--- config.mk ---
export PLATFORM = sky130hd
export DESIGN_NAME = layered_offsets_mux
export DESIGN_NICKNAME = d
export VERILOG_FILES = /design/src/rtl/layered_mux_pkg.sv /design/src/rtl/layered_offsets_mux_prio_enc.sv /design/src/rtl/layered_offsets_mux.sv
export SDC_FILE = /design/constraint.sdc
export NUM_CORES = 1
export LEC_CHECK = 0
export ABC_AREA = 1
export CAP_MARGIN = 5
export CORE_MARGIN = 4
export CORE_UTILIZATION = 42
export CTS_CLUSTER_DIAMETER = 150
export CTS_CLUSTER_SIZE = 14
export DETAILED_ROUTE_END_ITERATION = 10
export HOLD_SLACK_MARGIN = 0.12
export PLACE_DENSITY = 0.8
export SLEW_MARGIN = 20
export SYNTH_ARGS = -nofsm -noshare
export SYNTH_HDL_FRONTEND = slang
export SYNTH_SLANG_ARGS = --single-unit
--- constraint.sdc ---
create_clock -name clk -period 2.3 [get_ports clk]
set_input_delay 0.46 -clock clk [delete_from_list [all_inputs] [get_ports clk]]
set_output_delay 0.46 -clock clk [all_outputs]
set_load 0.1 [all_outputs]
--- src/rtl/layered_mux_pkg.sv ---
// Shared helpers for the layered offsets mux: index-width sizing used by the
// top level and by the priority encoder.
package layered_mux_pkg;

  localparam int MIN_CH = 2;
  localparam int MAX_CH = 16;

  // Width of a channel index; a single channel still gets a 1-bit index.
  function automatic int ch_idx_w(input int n);
    return ($clog2(n) > 0) ? $clog2(n) : 1;
  endfunction

endpackage

--- src/rtl/layered_offsets_mux_prio_enc.sv ---
// Combinational priority encoder: lowest set bit of eff wins, idx is 0 when
// nothing is set.
module prio_enc_n
  import layered_mux_pkg::*;
#(
  parameter int N = 4,
  localparam int IDX_W = ch_idx_w(N)
) (
  input  logic [N-1:0]     eff,
  output logic             valid,
  output logic [IDX_W-1:0] idx
);

  // Scan from the top so the lowest index is the last assignment to stick.
  always_comb begin
    valid = |eff;
    idx   = '0;
    for (int i = N - 1; i >= 0; i--) begin
      if (eff[i]) idx = IDX_W'(i);
    end
  end

endmodule

--- src/rtl/layered_offsets_mux.sv ---
// N-layer draw mux: picks the highest-priority enabled requester per pixel,
// forwards its offsets through a PIPE-deep register chain, and keeps
// per-frame overlap statistics for collision logic.
module layered_offsets_mux
  import layered_mux_pkg::*;
#(
  parameter int NUM_CH = 4,
  parameter int OFF_W  = 11,
  parameter int PIPE   = 1,
  parameter int CNT_W  = 16,
  localparam int CH_IDX_W = ch_idx_w(NUM_CH)
) (
  input  logic                    clk,
  input  logic                    reset,
  input  logic                    startOfFrame,
  input  logic [NUM_CH-1:0]       layerEnable,
  input  logic [NUM_CH-1:0]       drawRequest,
  input  logic [NUM_CH*OFF_W-1:0] offsetX,
  input  logic [NUM_CH*OFF_W-1:0] offsetY,
  output logic                    drawRequestOut,
  output logic [OFF_W-1:0]        offset_x,
  output logic [OFF_W-1:0]        offset_y,
  output logic [CH_IDX_W-1:0]     winnerIdx,
  output logic                    overlap,
  output logic [CNT_W-1:0]        frameOverlapCnt,
  output logic [NUM_CH-1:0]       frameHitMask
);

  typedef logic [OFF_W-1:0] offset_t;

  localparam int STG_W = 2 + 2 * OFF_W + CH_IDX_W;

  logic [NUM_CH-1:0]   eff;
  logic [NUM_CH-1:0]   hit;
  logic                win_valid;
  logic [CH_IDX_W-1:0] win_idx;
  logic                overlap_now;
  offset_t             sel_x;
  offset_t             sel_y;

  logic [STG_W-1:0]            stg_in;
  logic [PIPE-1:0][STG_W-1:0]  stg;

  logic [CNT_W-1:0]  run_cnt;
  logic [NUM_CH-1:0] run_mask;

  // Masking is purely combinational so an enable change applies to this pixel.
  assign eff = drawRequest & layerEnable;

  // Clearing the lowest set bit leaves something only if two or more were set.
  assign overlap_now = |(eff & (eff - NUM_CH'(1)));
  assign hit         = overlap_now ? eff : '0;

  prio_enc_n #(
    .N(NUM_CH)
  ) u_prio (
    .eff  (eff),
    .valid(win_valid),
    .idx  (win_idx)
  );

  always_comb begin
    sel_x = '0;
    sel_y = '0;
    for (int i = 0; i < NUM_CH; i++) begin
      if (win_valid && (win_idx == CH_IDX_W'(i))) begin
        sel_x = offsetX[i*OFF_W +: OFF_W];
        sel_y = offsetY[i*OFF_W +: OFF_W];
      end
    end
  end

  assign stg_in = {win_valid, sel_x, sel_y, win_idx, overlap_now};

  // All five per-pixel outputs travel together so their latency always matches.
  always_ff @(posedge clk or posedge reset) begin
    if (reset) begin
      stg <= '0;
    end else begin
      stg[0] <= stg_in;
      for (int i = 1; i < PIPE; i++) begin
        stg[i] <= stg[i-1];
      end
    end
  end

  assign {drawRequestOut, offset_x, offset_y, winnerIdx, overlap} = stg[PIPE-1];

  // Stats see the unpipelined pixel; the frame-start pixel opens the new frame.
  always_ff @(posedge clk or posedge reset) begin
    if (reset) begin
      run_cnt         <= '0;
      run_mask        <= '0;
      frameOverlapCnt <= '0;
      frameHitMask    <= '0;
    end else if (startOfFrame) begin
      frameOverlapCnt <= run_cnt;
      frameHitMask    <= run_mask;
      run_cnt         <= overlap_now ? CNT_W'(1) : '0;
      run_mask        <= hit;
    end else begin
      if (overlap_now && !(&run_cnt)) run_cnt <= run_cnt + CNT_W'(1);
      run_mask <= run_mask | hit;
    end
  end

endmodule

# [Word-level counts from Yosys, hierarchy flattened]
# Cells that the tools add are included.
[word_totals] ff_bits=66 in_bits=99 output_inout_bits=46 word_cells=41
[op_classes] addsub=2 eq_ne=3 muxes=17 bitwise=3 reduce_logical=11
[op_table] operator="$mux W11" n=8
[op_table] operator="$mux W16" n=2
[op_table] operator="$add A16 B1 Y16 const B" n=1
[op_table] operator="$reduce_and A16 Y1" n=1
[op_table] operator="$and A4 B4 Y4" n=2
[op_table] operator="$mux W2" n=4
[op_table] operator="$mux W4" n=2
[op_table] operator="$reduce_or A4 Y1" n=2
[op_table] operator="$logic_and A1 B1 Y1" n=5
[op_table] operator="$eq A2 B2 Y1 const B" n=2
[op_table] operator="$or A4 B4 Y4" n=1
[op_table] operator="$sub A4 B1 Y4 const B" n=1
[op_table] operator="$eq A2 B1 Y1 const B" n=1
[op_table] operator="$logic_not A2 Y1" n=1
[op_table] operator="$reduce_bool A2 Y1" n=1
[op_table] operator="$logic_not A1 Y1" n=1
[op_table] operator="$mux W1" n=1

# [Longest topological paths before layout]
[logic_depth] word_depth=11 depth_mapped=10 depth_no_buf=9

# [By module]
# A second synthesis with hierarchy kept.
[hier_totals] cells_unflattened=422 hier_area_um2=3360.7
[modules_own_cells] mod="layered_offsets_mux" instances=1 cells_each=413 area_per_inst_um2=3314.4 seq_area_each_um2=1651.6
[modules_own_cells] mod="prio_enc_n" instances=1 cells_each=9 area_per_inst_um2=46.3 seq_area_each_um2=0.0

# [Worst setup path after synthesis]
# Ideal clock, no wire load.
[synth_timing] path_type="register to register" from="register run_cnt[0]" to="register run_cnt[2]" setup_time_ps=66 arrival_ps=1489 required_time_ps=2234 path_slack_ps=745 path_stages_with_launch=10 n_path_buf=1 synth_period_minus_slack_ps=1555 cell_sequence="dfrtp_1 > ha_1 > nand3_1 > inv_2 > nand2_2 > nor2_4 > nor2_8 > buf_2 > nand4_1 > nand2_1"
[synth_between] elab_chain_len=4 word_cells_on_any_way=7 cone_classes="add/sub: 1; mux: 2; reduce/logical: 4"
[synth_rtl] element="from (decl)" line="layered_offsets_mux.sv:44" source="logic [CNT_W-1:0] run_cnt;"
[synth_rtl] element="from (signal assigned)" line="layered_offsets_mux.sv:99" source="run_cnt <= overlap_now ? CNT_W'(1) : '0;"
[synth_rtl] element="from (signal assigned)" line="layered_offsets_mux.sv:102" source="if (overlap_now && !(&run_cnt)) run_cnt <= run_cnt + CNT_W'(1);"
[synth_rtl] element="branches (longest 4 deep; another with $add A16 B1 Y16)"
# Parallel ways; which one is timed is not known. The select of a mux whose other input is x is not followed.
# A chain may end at the register's enable or synchronous reset.

# [Worst setup path after layout]
[layout_timing] from="input port layerEnable[1]" to="register run_cnt[10]"
[layout_between] elab_chain_len=6
[layout_rtl] element="from (decl)" line="layered_offsets_mux.sv:16" source="input logic [NUM_CH-1:0] layerEnable,"
[layout_rtl] element="$and A4 B4 Y4 (*)" line="layered_offsets_mux.sv:48" source="assign eff = drawRequest & layerEnable;"
[layout_rtl] element="$sub A4 B1 Y4" line="layered_offsets_mux.sv:51" source="assign overlap_now = |(eff & (eff - NUM_CH'(1)));"
[layout_rtl] element="$and A4 B4 Y4 (*)" line="layered_offsets_mux.sv:51"
[layout_rtl] element="$reduce_or A4 Y1 (*)" line="layered_offsets_mux.sv:51"
[layout_rtl] element="$logic_and A1 B1 Y1 (*)" line="layered_offsets_mux.sv:102"
[layout_rtl] element="$reduce_bool A2 Y1 (no line) (*)"
# Mark *: on every way between the ends. The rest lies on a longest branch, timed or not.

==> flow_metrics.env <==
export IMPL_worst_setup_path_end_kind="register"
export IMPL_skew_ns=0.00826
export IMPL_placed_cell_area_mm2=0.00471
export IMPL_synthDominantCellAreaShare_pct=50.8
export IMPL_synthCells=419
export IMPL_max_slew_margin_rel_pct=53.5
export IMPL_post_synth_top_count_cell="sky130_fd_sc_hd__nand2_1"
export IMPL_yosysTopAreaCell="sky130_fd_sc_hd__dfrtp_1"
export IMPL_finalHoldViolations=0
export IMPL_cpMostUsedCell="sky130_fd_sc_hd__nand2_1"
export IMPL_port_buffers=144
export IMPL_clockBufferDepth=2
export IMPL_grt_first_pass_wirelength_um=15900
export IMPL_postSynth_topFlopCell="sky130_fd_sc_hd__dfrtp_1"
export IMPL_synth_cells_most_frequent="191 x sky130_fd_sc_hd__nand2_1, 66 x sky130_fd_sc_hd__dfrtp_1, 37 x sky130_fd_sc_hd__nand4_1"
export IMPL_postCtsResizedCells=0
export IMPL_async_flop_share_pct=100
export IMPL_max_slew_worst_pin_slew_ns=0.697
export IMPL_num_antenna_cells=0
export IMPL_via_count=3335
export IMPL_cts_max_level=3
export IMPL_finalWorstPathRequiredPeriod_ns=1.82
export IMPL_synth_yosys_seq_area_share_pct=50.8
export IMPL_vdd_ir_drop_max_uv=263
export IMPL_critical_path_n_buffers_inverters=2
export IMPL_timing_final_setup_violations=0
export IMPL_critical_path_max_stage_delay_ns=0.46
export IMPL_ctsHoldBuffers=0
export IMPL_detail_route_first_pass_iterations=4
export IMPL_crit_required_ns=2.53
export IMPL_cts_setup_buffers=0
export IMPL_clock_sinks=66
export IMPL_gr_total_overflow=0
export IMPL_area_growth_synth_to_final_pct=50.5
export IMPL_ys_types=24
export IMPL_cts_tree="built"
export IMPL_fin_crit_sh_pct=79.0
export IMPL_grt_setup_unrepaired="false"
export IMPL_floorplan_die_height_um=96.0
export IMPL_regToRegSetupSlack_ns=0.50
export IMPL_maxCapViolations=0
export IMPL_combined_area_of_the_multi_input_logic_cells_mm2=0.00144
export IMPL_timing_setup_tns_ns=0
export IMPL_cpLargestDelayFamily="simple AND/OR/NAND/NOR gates"
export IMPL_synth_edff_count=0
export IMPL_initialDrtViolationCount=116
export IMPL_design_area_mm2=0.00490
export IMPL_synth_seq_cells=66
export IMPL_critPathArrivalTime_ns=2.04
export IMPL_route_final_wire_length_um=9810
export IMPL_synth_area_top_cells="sky130_fd_sc_hd__dfrtp_1 51%, sky130_fd_sc_hd__nand2_1 22%, sky130_fd_sc_hd__nand4_1 7.1%"
export IMPL_worstSetupPathType="primary input to register"
export IMPL_maxClockFrequency_ghz=0.550
export IMPL_gr_usage_all_layers_pct=22.5
export IMPL_run_status="finished, final reports clean"
export IMPL_grt_max_degree=35
export IMPL_dp_final_hpwl_um=7640
export IMPL_grt_pass1_vias=3432
export IMPL_mappedNetlistArea_mm2=0.00325
export IMPL_synth_warnings=0
export IMPL_die_width_um=96.0
export IMPL_synth_fp_nets=519
export IMPL_timing_critical_path_cells="clkdlybuf4s50_1, nand2_1, nand2_1, inv_2, nand2_1, nand2_2, nor2_8, nor2_8, nand2_1, nand2_1"
export IMPL_timing_max_transition_violations_final=0
export IMPL_die_area_mm2=0.00922
export IMPL_slowest_stage="sky130_fd_sc_hd__clkdlybuf4s50_1"
export IMPL_drive_above_1_share_pct=14.7
export IMPL_final_seq_area_mm2=0.00165
export IMPL_wl_per_cell_um=14.7
export IMPL_initial_core_util_pct=43.9
export IMPL_fill_cells=619
export IMPL_core_rowCount=31
export IMPL_power_density_mw_per_mm2=634
export IMPL_vias_per_std_cell=5.02
export IMPL_ios=145
export IMPL_design_core_area_mm2=0.00741
export IMPL_tritoncts_num_buffers=9
export IMPL_clock_latency_reported_for_the_late_side_of_the_worst_skew_pair_ns=0.34
export IMPL_postSynthAreaPerCell_um2=7.76
export IMPL_hold_path_class="register to register"
export IMPL_cp_start_kind="primary input"
export IMPL_initial_antenna_violation_count=0
export IMPL_post_route_drc_count=0
export IMPL_power_static_leakage_uw=0.00235
export IMPL_critical_path_peak_fanout=17
export IMPL_clk_tree_root_cell="sky130_fd_sc_hd__clkbuf_8"
export IMPL_antenna_violating_nets_post_route=0
export IMPL_cts_reportedPaths_clkPinSlew_ns=0.07
export IMPL_fin_nets=662
export IMPL_place_gp_congestion=0.923
==> final timing paths <==
| path | startpoint | to | depth (start not counted) |
|---|---|---|---|
| max in group asynchronous | reset | run_mask[1] | 3 |
| worst min-delay path | frameOverlapCnt[7] | frameOverlapCnt[7] | 2 |
| worst max register to register | run_cnt[0] | run_cnt[10] | 9 |
| min in group asynchronous | reset | stg[0] | 2 |
| worst min register to register | frameOverlapCnt[7] | frameOverlapCnt[7] | 2 |
| worst max-delay path | layerEnable[1] | run_cnt[10] | 10 |
==> where the power goes <==
group / internal, µW / total, µW / switching, µW
sequential: 1230 / 1250 / 28.8
clock: 522 / 951 / 429
combinational: 278 / 901 / 623
total: 2030 / 3110 / 1080
==> worst register-to-register path: cells and delay by family (launching register included) <==
family	cells	cell delay [ns]
and+or+nand+nor	7	0.93
DFF	1	0.41
adders and majority gates	1	0.29
buffers and inverters	1	0.11
==> per-stage QoR <==
stage	hold slack [ns]	total power [µW]	utilization [%]	worst slack (ns)	cells
global route	0.491	3220	66.1	0.315	665
floorplan	0.450	1840	-	0.185	419
global placement	0.456	2170	63.6	0.208	650
detailed placement	0.459	2180	63.6	0.132	650
CTS	0.477	3130	66.1	0.493	665
finish	0.473	3110	66.1	0.483	665
==> sequential cells by signal, summed over array words and instances (netlist names) <==
register and count:
frameHitMask 4, frameOverlapCnt 16, run_cnt 16, run_mask 4, stg 26
==> cells in the final DEF, fill, tap and decap left out, types with 4 or more instances in the layout <==
cell type / n
sky130_fd_sc_hd__nand3_1: 28
sky130_fd_sc_hd__xor2_1: 4
sky130_fd_sc_hd__inv_1: 15
sky130_fd_sc_hd__buf_4: 50
sky130_fd_sc_hd__nand2_1: 191
sky130_fd_sc_hd__clkdlybuf4s50_1: 98
sky130_fd_sc_hd__o21bai_1: 4
sky130_fd_sc_hd__inv_2: 5
sky130_fd_sc_hd__o21ai_0: 10
sky130_fd_sc_hd__nand4_1: 37
sky130_fd_sc_hd__dfrtp_1: 66
sky130_fd_sc_hd__clkbuf_8: 10
sky130_fd_sc_hd__nor2_1: 20
sky130_fd_sc_hd__nand2_2: 4
==> routing by layer <==
| layer | share of wire, % | track usage [%] |
|---|---|---|
| met3 | 8.5 | 7.19 |
| met4 | 2.7 | 9.60 |
| met2 | 53 | 39.9 |
| met1 | 36 | 24.4 |
| met5 | 0 | 0 |
==> area by class of cell <==
cell class                 instances  area share [%]
sequential                        66            33.7
multi-input combinational        313            29.4
timing repair buffer             151            28.9
clock buffer                      12            2.96
tap                               99            2.53
inverter                          21            1.61
clock inverter                     3           0.818
==> cell families (layout without fill, tap and decap cells) <==
| logic type | after synthesis | count (layout) | synth area share [%] |
|---|---|---|---|
| AO/OA/AOI/OAI | 16 | 16 | 2.81 |
| flip-flops | 66 | 66 | 50.8 |
| buffers and inverters | 40 | 187 | 4.96 |
| adder cells (fa/ha/maj) | 1 | 1 | 0.385 |
| AND/OR/NAND/NOR | 292 | 292 | 40.0 |
| XOR/XNOR | 4 | 4 | 1.08 |
Power figures use the tool's default switching activity.
